--- config.mk ---
export PLATFORM = sky130hd
export DESIGN_NAME = hdmi_tmds_channel_flat
export DESIGN_NICKNAME = d
export VERILOG_FILES = /design/src/rtl/hdmi_pkg.sv /design/src/rtl/hdmi_tmds_channel_if.sv /design/src/rtl/tmds_video_qm.sv /design/src/rtl/hdmi_tmds_channel.sv /design/src/flat_wrapper.sv
export SDC_FILE = /design/constraint.sdc
export NUM_CORES = 1
export LEC_CHECK = 0
export CELL_PAD_IN_SITES_DETAIL_PLACEMENT = 0
export CELL_PAD_IN_SITES_GLOBAL_PLACEMENT = 2
export CORE_AREA = 10 10 115 117
export CTS_BUF_LIST = sky130_fd_sc_hd__clkbuf_4 sky130_fd_sc_hd__clkbuf_8
export CTS_CLUSTER_SIZE = 40
export DETAILED_ROUTE_END_ITERATION = 8
export DIE_AREA = 0 0 125 127
export GPL_ROUTABILITY_DRIVEN = 0
export PLACE_DENSITY = 0.82
export SLEW_MARGIN = 0
export SYNTH_ARGS = -nofsm -noshare
export SYNTH_HDL_FRONTEND = slang
export SYNTH_HIERARCHICAL = 1
export SYNTH_SLANG_ARGS = --single-unit
export TNS_END_PERCENT = 1
--- constraint.sdc ---
create_clock -name i_hdmi_clk -period 2.4 [get_ports i_hdmi_clk]
set_input_delay 0.36 -clock i_hdmi_clk [delete_from_list [all_inputs] [get_ports i_hdmi_clk]]
set_output_delay 0.36 -clock i_hdmi_clk [all_outputs]
set_load 0.005 [all_outputs]
--- src/rtl/hdmi_pkg.sv ---
// Shared types and symbol tables for the HDMI TMDS lane encoder.
package hdmi_pkg;

  typedef enum logic [2:0] {
    TM_CTRL   = 3'd0,
    TM_VIDEO  = 3'd1,
    TM_ISLAND = 3'd2,
    TM_VGB    = 3'd3,
    TM_DGB    = 3'd4
  } tmds_mode_e;

  typedef enum logic [3:0] {
    S_CTRL, S_VGB1, S_VGB2, S_VID, S_DGBL1, S_DGBL2, S_ISL, S_DGBT1, S_DGBT2
  } seq_state_e;

  // Non-video symbol travelling alongside q_m through the optional pipeline stage
  typedef struct packed {
    tmds_mode_e mode;
    logic [9:0] sym;
  } stage_t;

  localparam logic [9:0] CTRL_CODE [4] = '{
    10'b1101010100, 10'b0010101011, 10'b0101010100, 10'b1010101011
  };

  localparam logic [9:0] TERC4_CODE [16] = '{
    10'b1010011100, 10'b1001100011, 10'b1011100100, 10'b1011100010,
    10'b0101110001, 10'b0100011110, 10'b0110001110, 10'b0100111100,
    10'b1011001100, 10'b0100111001, 10'b0110011100, 10'b1011000111,
    10'b1010001110, 10'b1001110001, 10'b0101100011, 10'b1011000011
  };

  localparam logic [9:0] VGB_CODE [3] = '{
    10'b1011001100, 10'b0100110011, 10'b1011001100
  };

  localparam logic [9:0] DGB_CODE_C12 = 10'b0100110011;

  // Codes 5..7 are not defined and fall back to control periods
  function automatic tmds_mode_e decode_mode(input logic [2:0] m);
    tmds_mode_e r;
    case (m)
      3'd1:    r = TM_VIDEO;
      3'd2:    r = TM_ISLAND;
      3'd3:    r = TM_VGB;
      3'd4:    r = TM_DGB;
      default: r = TM_CTRL;
    endcase
    return r;
  endfunction

endpackage

--- src/rtl/hdmi_tmds_channel_if.sv ---
// Per-lane symbol request/response bundle between timing generator and TMDS encoder.
interface hdmi_tmds_channel_if;
  logic [2:0] i_mode;
  logic [7:0] i_data;
  logic [1:0] i_ctrl;
  logic [3:0] i_terc4;
  logic       i_err_clr;
  logic [9:0] o_tmds;
  logic       o_seq_err;

  modport master (
    output i_mode, i_data, i_ctrl, i_terc4, i_err_clr,
    input  o_tmds, o_seq_err
  );

  modport slave (
    input  i_mode, i_data, i_ctrl, i_terc4, i_err_clr,
    output o_tmds, o_seq_err
  );
endinterface

--- src/rtl/tmds_video_qm.sv ---
// DVI stage 1: transition-minimised q_m[8:0] plus the signed ones/zeros imbalance of q_m[7:0].
module tmds_video_qm #(
  parameter bit REG = 1'b1
) (
  input  logic              clk_i,
  input  logic              rst_n_i,
  input  logic [7:0]        data_i,
  output logic [8:0]        qm_o,
  output logic signed [4:0] diff_o
);

  logic [3:0]        n1_d;
  logic [3:0]        ones_d;
  logic              use_xnor;
  logic [8:0]        qm_d;
  logic signed [4:0] diff_d;

  always_comb begin
    n1_d   = '0;
    ones_d = '0;
    qm_d   = '0;
    for (int i = 0; i < 8; i++) n1_d = n1_d + {3'b000, data_i[i]};
    use_xnor = (n1_d > 4'd4) || ((n1_d == 4'd4) && !data_i[0]);
    qm_d[0] = data_i[0];
    for (int i = 1; i < 8; i++)
      qm_d[i] = use_xnor ? ~(qm_d[i-1] ^ data_i[i]) : (qm_d[i-1] ^ data_i[i]);
    qm_d[8] = ~use_xnor;
    for (int i = 0; i < 8; i++) ones_d = ones_d + {3'b000, qm_d[i]};
    // N1 - N0 = 2*N1 - 8, always within -8..+8
    diff_d = $signed({ones_d, 1'b0} - 5'd8);
  end

  if (REG) begin : g_reg
    logic [8:0]        qm_q;
    logic signed [4:0] diff_q;
    always_ff @(posedge clk_i or negedge rst_n_i) begin
      if (!rst_n_i) begin
        qm_q   <= '0;
        diff_q <= '0;
      end else begin
        qm_q   <= qm_d;
        diff_q <= diff_d;
      end
    end
    assign qm_o   = qm_q;
    assign diff_o = diff_q;
  end else begin : g_comb
    assign qm_o   = qm_d;
    assign diff_o = diff_d;
  end

endmodule

--- src/rtl/hdmi_tmds_channel.sv ---
// One HDMI 1.4 TMDS lane: video 8b/10b, control, TERC4 island and guard-band symbols,
// plus a checker that flags illegal period ordering.
module hdmi_tmds_channel
  import hdmi_pkg::*;
#(
  parameter int CHANNEL = 0,
  parameter int LATENCY = 2
) (
  input  logic               i_hdmi_clk,
  input  logic               i_reset_n,
  hdmi_tmds_channel_if.slave bus
);

  localparam bit         PIPE    = (LATENCY == 2);
  localparam logic [9:0] VGB_SYM = VGB_CODE[CHANNEL];

  tmds_mode_e mode_in;
  stage_t     st_in, st;

  always_comb begin
    mode_in     = decode_mode(bus.i_mode);
    st_in.mode  = mode_in;
    st_in.sym   = CTRL_CODE[bus.i_ctrl];
    case (mode_in)
      TM_ISLAND: st_in.sym = TERC4_CODE[bus.i_terc4];
      TM_VGB:    st_in.sym = VGB_SYM;
      // Lane 0 carries hsync/vsync inside the data guard band
      TM_DGB:    st_in.sym = (CHANNEL == 0) ? TERC4_CODE[{2'b11, bus.i_ctrl}] : DGB_CODE_C12;
      default:   ;
    endcase
  end

  if (PIPE) begin : g_pipe
    stage_t st_q;
    always_ff @(posedge i_hdmi_clk or negedge i_reset_n) begin
      if (!i_reset_n) st_q <= '{mode: TM_CTRL, sym: CTRL_CODE[0]};
      else            st_q <= st_in;
    end
    assign st = st_q;
  end else begin : g_comb
    assign st = st_in;
  end

  logic [8:0]        qm;
  logic signed [4:0] qm_diff;

  tmds_video_qm #(.REG(PIPE)) u_qm (
    .clk_i   (i_hdmi_clk),
    .rst_n_i (i_reset_n),
    .data_i  (bus.i_data),
    .qm_o    (qm),
    .diff_o  (qm_diff)
  );

  // Output stage: DC-balancing with a running disparity that only survives across VIDEO
  logic [9:0]        tmds_d, tmds_q;
  logic signed [4:0] cnt_d, cnt_q;

  always_comb begin
    tmds_d = st.sym;
    cnt_d  = '0;
    if (st.mode == TM_VIDEO) begin
      if ((cnt_q == 5'sd0) || (qm_diff == 5'sd0)) begin
        tmds_d = {~qm[8], qm[8], qm[8] ? qm[7:0] : ~qm[7:0]};
        cnt_d  = qm[8] ? (cnt_q + qm_diff) : (cnt_q - qm_diff);
      end else if (((cnt_q > 5'sd0) && (qm_diff > 5'sd0)) ||
                   ((cnt_q < 5'sd0) && (qm_diff < 5'sd0))) begin
        tmds_d = {1'b1, qm[8], ~qm[7:0]};
        cnt_d  = cnt_q + $signed({3'b000, qm[8], 1'b0}) - qm_diff;
      end else begin
        tmds_d = {1'b0, qm[8], qm[7:0]};
        cnt_d  = cnt_q + qm_diff - $signed({3'b000, ~qm[8], 1'b0});
      end
    end
  end

  always_ff @(posedge i_hdmi_clk or negedge i_reset_n) begin
    if (!i_reset_n) begin
      tmds_q <= CTRL_CODE[0];
      cnt_q  <= '0;
    end else begin
      tmds_q <= tmds_d;
      cnt_q  <= cnt_d;
    end
  end

  assign bus.o_tmds = tmds_q;

  // Period-sequence checker on the raw input stage
  seq_state_e state_q, state_d;
  logic       err_q, err_d, viol;

  always_comb begin
    state_d = state_q;
    viol    = 1'b0;
    case (state_q)
      S_CTRL: begin
        if (mode_in == TM_VGB)       state_d = S_VGB1;
        else if (mode_in == TM_DGB)  state_d = S_DGBL1;
        else if (mode_in != TM_CTRL) viol    = 1'b1;
      end
      S_VGB1:  if (mode_in == TM_VGB)    state_d = S_VGB2;  else viol = 1'b1;
      S_VGB2:  if (mode_in == TM_VIDEO)  state_d = S_VID;   else viol = 1'b1;
      S_VID: begin
        if (mode_in == TM_CTRL)       state_d = S_CTRL;
        else if (mode_in != TM_VIDEO) viol    = 1'b1;
      end
      S_DGBL1: if (mode_in == TM_DGB)    state_d = S_DGBL2; else viol = 1'b1;
      S_DGBL2: if (mode_in == TM_ISLAND) state_d = S_ISL;   else viol = 1'b1;
      S_ISL: begin
        if (mode_in == TM_DGB)         state_d = S_DGBT1;
        else if (mode_in != TM_ISLAND) viol    = 1'b1;
      end
      S_DGBT1: if (mode_in == TM_DGB)    state_d = S_DGBT2; else viol = 1'b1;
      S_DGBT2: if (mode_in == TM_CTRL)   state_d = S_CTRL;  else viol = 1'b1;
      default: viol = 1'b1;
    endcase
    if (viol) begin
      case (mode_in)
        TM_VIDEO:  state_d = S_VID;
        TM_ISLAND: state_d = S_ISL;
        TM_VGB:    state_d = S_VGB1;
        TM_DGB:    state_d = S_DGBL1;
        default:   state_d = S_CTRL;
      endcase
    end
    // A violation in the clear cycle keeps the flag set
    err_d = viol ? 1'b1 : (bus.i_err_clr ? 1'b0 : err_q);
  end

  always_ff @(posedge i_hdmi_clk or negedge i_reset_n) begin
    if (!i_reset_n) begin
      state_q <= S_CTRL;
      err_q   <= 1'b0;
    end else begin
      state_q <= state_d;
      err_q   <= err_d;
    end
  end

  assign bus.o_seq_err = err_q;

endmodule
--- src/flat_wrapper.sv ---
// flat-port wrapper written by rule: the top's interface ports become plain ports
module hdmi_tmds_channel_flat import hdmi_pkg::*;
#(
  parameter int CHANNEL = 0,
  parameter int LATENCY = 2
)
  (i_hdmi_clk, i_reset_n, bus_i_mode, bus_i_data, bus_i_ctrl, bus_i_terc4, bus_i_err_clr, bus_o_tmds, bus_o_seq_err);
  hdmi_tmds_channel_if bus_i ();
  input  logic i_hdmi_clk;
  input  logic i_reset_n;
  input wire logic [$bits(bus_i.i_mode)-1:0] bus_i_mode;
  input wire logic [$bits(bus_i.i_data)-1:0] bus_i_data;
  input wire logic [$bits(bus_i.i_ctrl)-1:0] bus_i_ctrl;
  input wire logic [$bits(bus_i.i_terc4)-1:0] bus_i_terc4;
  input wire logic [$bits(bus_i.i_err_clr)-1:0] bus_i_err_clr;
  output wire logic [$bits(bus_i.o_tmds)-1:0] bus_o_tmds;
  output wire logic [$bits(bus_i.o_seq_err)-1:0] bus_o_seq_err;
  assign bus_i.i_mode = bus_i_mode;
  assign bus_i.i_data = bus_i_data;
  assign bus_i.i_ctrl = bus_i_ctrl;
  assign bus_i.i_terc4 = bus_i_terc4;
  assign bus_i.i_err_clr = bus_i_err_clr;
  assign bus_o_tmds = bus_i.o_tmds;
  assign bus_o_seq_err = bus_i.o_seq_err;
  hdmi_tmds_channel #(.CHANNEL(CHANNEL), .LATENCY(LATENCY)) u_core (.i_hdmi_clk(i_hdmi_clk), .i_reset_n(i_reset_n), .bus(bus_i));
endmodule
**Word level (Yosys, flattened, before mapping)**

Memory sizes are Yosys's and may differ from the RTL's.
Index checks and enable logic that the tools add are counted.

- Register bits after elaboration: 47
- ROM bits: 320
- Input port bits: 20
- Output and inout bits: 11
- Word-level logic and storage cells: 154
- Memories: 2

Memory list:

| memory | depth | width | read ports | clocked after memory_dff | wr ports | line | RTL |
|---|---|---|---|---|---|---|---|
| (no name shown) | 16 | 10 | 1 | 0 | 0 | hdmi_tmds_channel.sv:28 | `TM_DGB: st_in.sym = (CHANNEL == 0) ? TERC4_CODE[{2'b11, bus.i_ctrl}] : DGB_CODE_C12;` |
| (no name shown) | 16 | 10 | 1 | 0 | 0 | hdmi_tmds_channel.sv:25 | `TM_ISLAND: st_in.sym = TERC4_CODE[bus.i_terc4];` |

- Add/sub/neg operators: 20
- Order comparisons: 8
- Eq/ne operators: 28
- Mux-type cells: 51
- Bitwise operators: 20
- Reduce and logical (&&, ||, !) cells: 17

Operator list:

| kind | number |
|---|---|
| 2-to-1 mux 10 bit | 9 |
| 2-to-1 mux 4 bit | 10 |
| adder 4 x 1 -> 4 bit | 8 |
| one-hot mux 4 bit (8 select lines) | 1 |
| one-hot mux 10 bit (3 select lines) | 1 |
| != test 3 x 1 -> 1 bit, second input constant | 8 |
| one-hot mux 3 bit (4 select lines) | 2 |
| 2-to-1 mux 1 bit | 21 |
| binary-select mux 10 bit (select 2 bit) | 1 |
| equality test 4 x 3 -> 1 bit, second input constant | 5 |
| 2-to-1 mux 5 bit | 4 |
| equality test 3 x 2 -> 1 bit, second input constant | 4 |
| greater-or-equal comparator 5 bit, second input constant | 2 |
| greater-than comparator 5 x 1 -> 1 bit, second input constant | 2 |
| zero test 5 bit | 2 |
| < comparator 5 x 1 -> 1 bit, second input constant | 2 |
| inverter 4 -> 5 bit | 2 |
| subtractor 5 bit | 2 |
| equality test 3 x 1 -> 1 bit, second input constant | 3 |
| inverter 1 bit | 9 |
| AND reduction 9 bit | 1 |
| nonzero test 9 bit | 1 |
| adder 3 x 1 -> 4 bit | 2 |
| equality test 4 x 2 -> 1 bit, second input constant | 2 |
| other kinds (26) | 40 |

**Logic depth before layout (Yosys ltp)**

- Depth in word-level cells: 31
- Mapped depth: 19

**Cells and area by module**

The synthesis kept the hierarchy.

Modules (own cells, without submodules):

| module | instances | cells each | area each (um^2) | sequential area each (um^2) |
|---|---|---|---|---|
| hdmi_tmds_channel | 1 | 331 | 2852.7 | 838.3 |
| tmds_video_qm | 1 | 68 | 870.8 | 325.3 |

**Least setup slack after synthesis**

Ideal clock, no wire load.

- Path type: input to register
- Start: in bus_i_data[0]
- End: reg u_core.u_qm.g_reg.diff_q[4] (netlist: u_core/u_qm/diff_o[4])
- Library setup time: 0.127 ns
- Data arrival time: 5.404 ns
- Data required time: 2.273 ns
- Setup slack: -3.131 ns
- Stages: 18
- Path buffers: 0
- Cell sequence: inv_1 > fa_1 > fa_1 > fa_1 > inv_1 > ha_1 > fa_1 > nor3b_1 > o22ai_1 > inv_2 > xnor2_1 > fa_1 > xor2_1 > ha_1 > fa_1 > ha_1 > fa_1 > xnor2_1

- Longest elaborated chain between the ends: 31
- Elaborated cells on any way between the ends: 41

RTL lines:

| element | line | RTL |
|---|---|---|
| start: declaration | flat_wrapper.sv:12 | `input wire logic [$bits(bus_i.i_data)-1:0] bus_i_data;` |
| parallel branches: the longest is 29 deep, another holds adder 3 x 1 -> 4 bit | -- |  |
| adder 4 x 1 -> 4 bit * | tmds_video_qm.sv:28 | `for (int i = 0; i < 8; i++) ones_d = ones_d + {3'b000, qm_d[i]};` |
| subtractor 5 x 4 -> 5 bit * | tmds_video_qm.sv:30 | `diff_d = $signed({ones_d, 1'b0} - 5'd8);` |
| net u_core.u_qm.diff_d[4] | tmds_video_qm.sv:16 | `logic signed [4:0] diff_d;` |
| end signal: assignment | tmds_video_qm.sv:42 | `diff_q <= diff_d;` |
| end: declaration | tmds_video_qm.sv:35 | `logic signed [4:0] diff_q;` |

Mark *: on every way through the listed nets, which the timed path passes.
A chain may end at the register's enable or synchronous reset.

**Final worst setup path**

- Start: in bus_i_data[1]
- End: reg u_core.u_qm.g_reg.diff_q[4] (netlist: u_core/u_qm/diff_o[4])

Same word-level chain as after synthesis.

==> key figures <==
Outcome
  – Status: complete, but fails checks
  – Violated checks: setup timing

Cells and area
  – Antenna Diode Count: 0
  – Fill cells: approximately 1100
  – Post-route cell area: between 4000 and 5000 sq um
  – Commonest non-fill, non-tap cell in the layout: buf_4
  – Share of layout cells above drive strength 1: around 26%
  – Layout area overhead: 29.07%
  – Most frequent cells in the layout: buf_4, inv_1, dfrtp_1
  – Fin cells: 627
  – Fin nets: approximately 550
  – Final core occ: between 40% and 50%

Critical path
  – R2R Path Start: u_core/state_q[0]$_DFFE_PN0P_
  – R2R depth: 7
  – Critical path required time: 2.57 ns
  – Critical Path AT: roughly 5.4 ns
  – Critical Path Source Type: primary input
  – Worst Path Class, Setup: in -> reg
  – Critical Path Fanout Max: 2
  – FF-to-FF End: u_core/state_q[3]$_DFFE_PN0P_
  – Critical path capture point type: register
  – R2R setup slack: 0.18 ns

STA
  – Tightest Pin Transition: about 0.52 ns
  – Setup violators final: 9
  – Layout Skew: about 0.011 ns
  – Tcrit/Tclk final: 216.0%
  – Unrepaired setup endpoints after global routing: true
  – Hold WS: between 0.3 and 0.4 ns
  – Rel. slew slack: 64.98%
  – Min Tclk post-route: 5.183 ns
  – Setup TNS: -14.97 ns
  – Count of final hold-check violations: 0
  – Slew Viols, Final: 0
  – Achievable Freq: 192.9 MHz
  – Final Worst Setup Slack: -2.783 ns

Drt
  – Drt drc: 0
  – ANT nets after route: 0
  – Initial DRC Count: roughly 120
  – Final WL: 8717 microns
  – Drt via density: roughly 4.8
  – First drt pass iteration count: 4
  – WL/cell: 13.90 microns
  – Via count: ~3000

Run
  – Max-Cap Viols: 0

Min path
  – Hold EP: u_core/u_qm/qm_o[0]$_DFF_PN0_
  – Hold path start: bus_i_data[0]
  – Hold Crit Depth: 2
  – Hold Crit Class: in -> reg

Pwr
  – Sequential power share: between 20% and 30%
  – Logic gate share of total power: 69.8%
  – Pint: 3.364 mW
  – Power, Total: between 5 and 6 mW
  – Psw: approximately 2.4 mW
  – Clk network pwr share: 8.8%
  – Sw frac: around 40%
  – Max IR drop VDD: roughly 0.50 mV
  – LEAKAGE: around 2.2 nW
  – PD cells: about 1200 nW/um^2

Yosys
  – Post-Syn Area: between 3000 and 4000 sq um
  – Synth Area per Inst: between 9 and 10 sq um
  – Syn nets: roughly 460
  – Synth top area cells: dfrtp_1, ha_1, dfstp_2, fa_1, xnor2_1
  – Sequential cell area fraction in the yosys report: around 31%
  – Leading area contributor after synthesis: dfrtp_1
  – FF+latch count, synth: between 40 and 50
  – Cell variety after synth: approximately 70
  – Async SR Flop Fraction: between 90% and 100%
  – Post-synth top area share: roughly 24%
  – Post-synth EDFFs: 0
  – Mapped Cells: around 400
  – Primary FF master, synth: dfrtp_1
  – Yosys warns: 6

CTS
  – CTS root buffer: clkbuf_8
  – Clk_lat worst skew: a little under 0.3 ns
  – CTS Buf Count: 5
  – H-tree levels: 2
  – CTS tree: done
  – Clk sinks: 46
  – CTS clk-pin slew, worst paths: about 0.08 ns
  – Longest Clk Path Bufs: 2

Floorplan
  – Die Wd: 125 microns
  – Starting density of the core: around 33%
  – Cell Rows: 39
  – Core ar.: 11130 sq um
  – Die extent in y: 127 microns
  – DIE AREA: 15880 sq um
  – IO Pins: 31

Global routing
  – All-Layer GR Usage: 11.19%
  – Largest net degree at the start of global routing: 24
  – Initial antenna violation count: 0
  – Number of global-route vias before repair: 3131
  – First-pass GRT wire length: approximately 15000 microns
  – GRT overflow: 0

Placed design
  – DP Cell Count: between 600 and 700
  – Pre-CTS setup slack: -3.580 ns
  – Final HPWL DP: between 7000 and 8000 microns
  – Placed Area: roughly 4600 sq um
  – I/O Buffers: 30
layer usage:
layer	vias to the layer above	track usage, %	part of all wire, %
li1	1542	-	-
met1	1413	14.85	49
met2	40	18.70	47
met3	4	1.820	2.9
met4	0	2.507	0.87
met5	-	0	0
how the worst max path moves through the flow:
stage / end / startpoint
2_1_floorplan: u_core/u_qm/diff_o[4]$_DFF_PN0_ / bus_i_data[3]
3_3_place_gp: u_core/u_qm/diff_o[4]$_DFF_PN0_ / bus_i_data[3]
3_5_place_dp: u_core/u_qm/diff_o[4]$_DFF_PN0_ / bus_i_data[3]
4_1_cts: u_core/u_qm/diff_o[4]$_DFF_PN0_ / bus_i_data[1]
5_1_grt: u_core/u_qm/diff_o[4]$_DFF_PN0_ / bus_i_data[1]
6_report: u_core/u_qm/diff_o[4]$_DFF_PN0_ / bus_i_data[1]
cells by family after synthesis:
logic type                 after synthesis  share of synthesized area [%]
xor gates and xnor gates                32                          8.905
AOI/OAI and AO/OA                      104                          19.72
adders and majority gates               46                          17.81
muxes                                    5                          1.478
buffers and inverters                   61                          6.586
DFF                                     46                          31.25
other                                    1                         0.1007
and+or+nand+nor                        104                          14.15
sequential cells by signal, summed over array words and instances (netlist names):
signal,count
u_core/bus.o_tmds,10
u_core/u_qm/qm_o,9
u_core/u_qm/diff_o,4
u_core/bus.o_seq_err,1
u_core/cnt_q,5
u_core/g_pipe.st_q,13
u_core/state_q,4
power groups by stage:
stage          Sequential [mW]  Combinational, mW  Clock (mW)
2_1_floorplan             1.20               2.70           0
3_3_place_gp              1.24               3.77           0
3_5_place_dp              1.24               3.88           0
4_1_cts                   1.23               4.01       0.521
5_1_grt                   1.26               4.53       0.557
6_report                  1.23               3.99       0.502
Yosys cell counts (8+ instances only):
cell,n
clkbuf_1,13
dfrtp_1,36
a21oi_1,24
dfstp_2,10
nand2_1,27
inv_1,39
nor2_1,31
o21ai_1,8
xnor2_1,23
fa_1,12
o21ai_0,18
ha_1,33
final cells by class:
type	instances	area [sq um]	area share, %
inverter	42	157.7	3.280
multi-input combinational	292	2400	49.93
timing repair buffer	96	805.8	16.77
sequential	46	1165	24.24
clock inverter	1	8.758	0.1822
tap	143	178.9	3.723
clock buffer	7	90.09	1.875
critical path, cell delays in order:
cell and delay [ns]:
buf_6 0.07, inv_2 0.03, fa_1 0.55, fa_1 0.44
fa_1 0.51, inv_2 0.05, ha_4 0.16, fa_2 0.44
nor3b_2 0.21, o22ai_2 0.12, buf_6 0.15, xnor2_4 0.12
fa_1 0.50, xor2_1 0.18, ha_1 0.29, fa_1 0.44
ha_2 0.20, fa_2 0.39, xnor2_1 0.13
repair_timing:
item	4_1_cts	5_1_grt
pin swaps	17	12
hold buffers	1	0
endpoints found under the hold margin	8	0
setup endpoints to repair	9	16
buffers inserted	1	0
gates resized for setup	26	5
Power figures use the tool's default switching activity.
==> variant: new RTL, same flow settings <==
Encoding of `seq_state_e`: now one-hot (9 bits for 9 states).
--- a/src/rtl/hdmi_pkg.sv
+++ b/src/rtl/hdmi_pkg.sv
@@ -9,8 +9,8 @@
     TM_DGB    = 3'd4
   } tmds_mode_e;
 
-  typedef enum logic [3:0] {
-    S_CTRL, S_VGB1, S_VGB2, S_VID, S_DGBL1, S_DGBL2, S_ISL, S_DGBT1, S_DGBT2
+  typedef enum logic [8:0] {
+    S_CTRL = 9'b000000001, S_VGB1 = 9'b000000010, S_VGB2 = 9'b000000100, S_VID = 9'b000001000, S_DGBL1 = 9'b000010000, S_DGBL2 = 9'b000100000, S_ISL = 9'b001000000, S_DGBT1 = 9'b010000000, S_DGBT2 = 9'b100000000
   } seq_state_e;
 
   // Non-video symbol travelling alongside q_m through the optional pipeline stage
Formal check against the unedited RTL: no difference found for any inputs over 4 cycles, from zero or initial values and one cycle with i_reset_n low; so few cycles prove little.
==> variant against the unedited design <==
  * Via count rose by 1.5%
  * Power fell by 5.7%
  * Worst setup slack improved by 19 ps
  * The flow still finishes with violations (negative setup slack)
  * Sequential cell count rose by 5
  * Cell count fell by 1.1%
  * Largest power group unchanged
  * Design area rose by 1.1%
  * Clock skew fell by 6.6 ps
  * Hold slack got worse by 180 ps
  * Utilization rose by 0.46 points
  * Global-route usage fell by 0.21 points
  * Area after synthesis rose by 4.9%
  * Maximum frequency rose by 0.36%
  * Routed wire length rose by 0.79%
==> variant: results (changes against the unedited design) <==
Outcome
  – Status: finished with violations
  – Violated checks: negative setup slack

Clock tree
  – H-tree Lvls: 2 (unchanged)
  – Clk slew on worst S/H paths: 100 ps (+20 ps)

Placement
  – Placed Cells: 609 (-1.3%)
  – Post-DP HPWL: 7.042 mm (+0.12%)
  – Pre-CTS setup slack: -3669 ps (-88.55 ps)
  – Placed Area: 4673 um^2 (+1.2%)

Route
  – Routed wire length: 8.786 mm (+0.79%)
  – Wire length on met2: 4.431 mm (+7.3%)
  – Drt initial violations: 129 (+6.6%)
  – Vias: 3043 (+1.5%)
  – Metal-1 WL: 4.052 mm (-4.8%)

Yosys
  – Post-synthesis net count: 472 (+1.7%)
  – Async SR Flop Fraction: 1.000 (unchanged)
  – Sequential share of the synthesized area: 0.3301 (+0.01763)
  – FF+latch count, synth: 51 (+11%)
  – Top cells by count, synth: dfrtp_1, inv_1, ha_1, nand2_1, nor2_1
  – Synth top area cells: dfrtp_1, ha_1, dfstp_2, fa_1, xnor2_1

Cells and area
  – Clock-cell share: 0.01984 (-0.0007324)
  – Share of cells above drive strength 1: 0.2369 (-0.02137)
  – Area occupied by registers: 1290 um^2 (+11%)
  – Layout area overhead: 24.30%
  – Multi-input combinational area share: 0.5028 (+0.003484)
  – Fillers: 1099 (+0.73%)

GRT
  – Vias in the first global route: 3142 (+0.35%)
  – Largest net degree at the start of global routing: 52 (+120%)
  – Gr usage total: 0.1098 (-0.002080)
  – First-pass GRT wire length: 14.86 mm (-2.2%)

Power and ir drop
  – Leak pwr: 2.199 nW (+1.9%)
  – Max VDD drop: 0.5423 mV (+7.8%)
  – Switch Pwr: 0.002221 W (-5.6%)
  – Pint: 0.003169 W (-5.8%)

Timing
  – Hold slack final: 136.5 ps (-177.7 ps)
  – Setup tns final: -14700 ps (+271.4 ps)
  – Final setup violating endpoints: 9 (unchanged)
  – Setup slack after layout: -2764 ps (+18.77 ps)
  – Worst Skew: 4.351 ps (-6.639 ps)

Critical path
  – Critical path arrival: 5360 ps (about the same)
  – R2r setup slk: 120 ps (-60 ps)
  – Worst R2R Start: u_core/u_qm/diff_o[1]
  – R2R cell count: 9 (+2)
  – Critical path launch point: bus_i_data[0]
==> variant: cell types whose count changed after synthesis, moves of 4 or more <==
| cell | delta |
|---|---|
| nor2_1 | -6 |
| dfrtp_1 | +4 |
| o31a_1 | -4 |
| nor3_1 | +7 |
==> variant: cells by family (layout without fill, tap and decap cells) <==
group / Yosys count / count (layout) / synth area share
other: 1 / 1 / 0.0009597
AO/OA/AOI/OAI: 90 / 90 / 0.1527
XOR/XNOR: 35 / 35 / 0.09158
multiplexers: 8 / 8 / 0.02113
buffers and inverters: 60 / 130 / 0.06532
AND/OR/NAND/NOR: 117 / 117 / 0.1710
flip-flops: 51 / 51 / 0.3301
adder cells (fa/ha/maj): 45 / 45 / 0.1671
==> variant: layer usage <==
metal  up-vias  GRT usage
li1       1543          -
met1      1459     0.1332
met2        37     0.1969
met3         4    0.02109
met4         0    0.02439
met5         -          0
==> variant: repair_timing <==
item                       4_1_cts  5_1_grt
resized for setup               23        7
hold buffers                     0        0
pin swaps                       15       11
setup buffers                    2        1
setup endpoints to repair        9       11
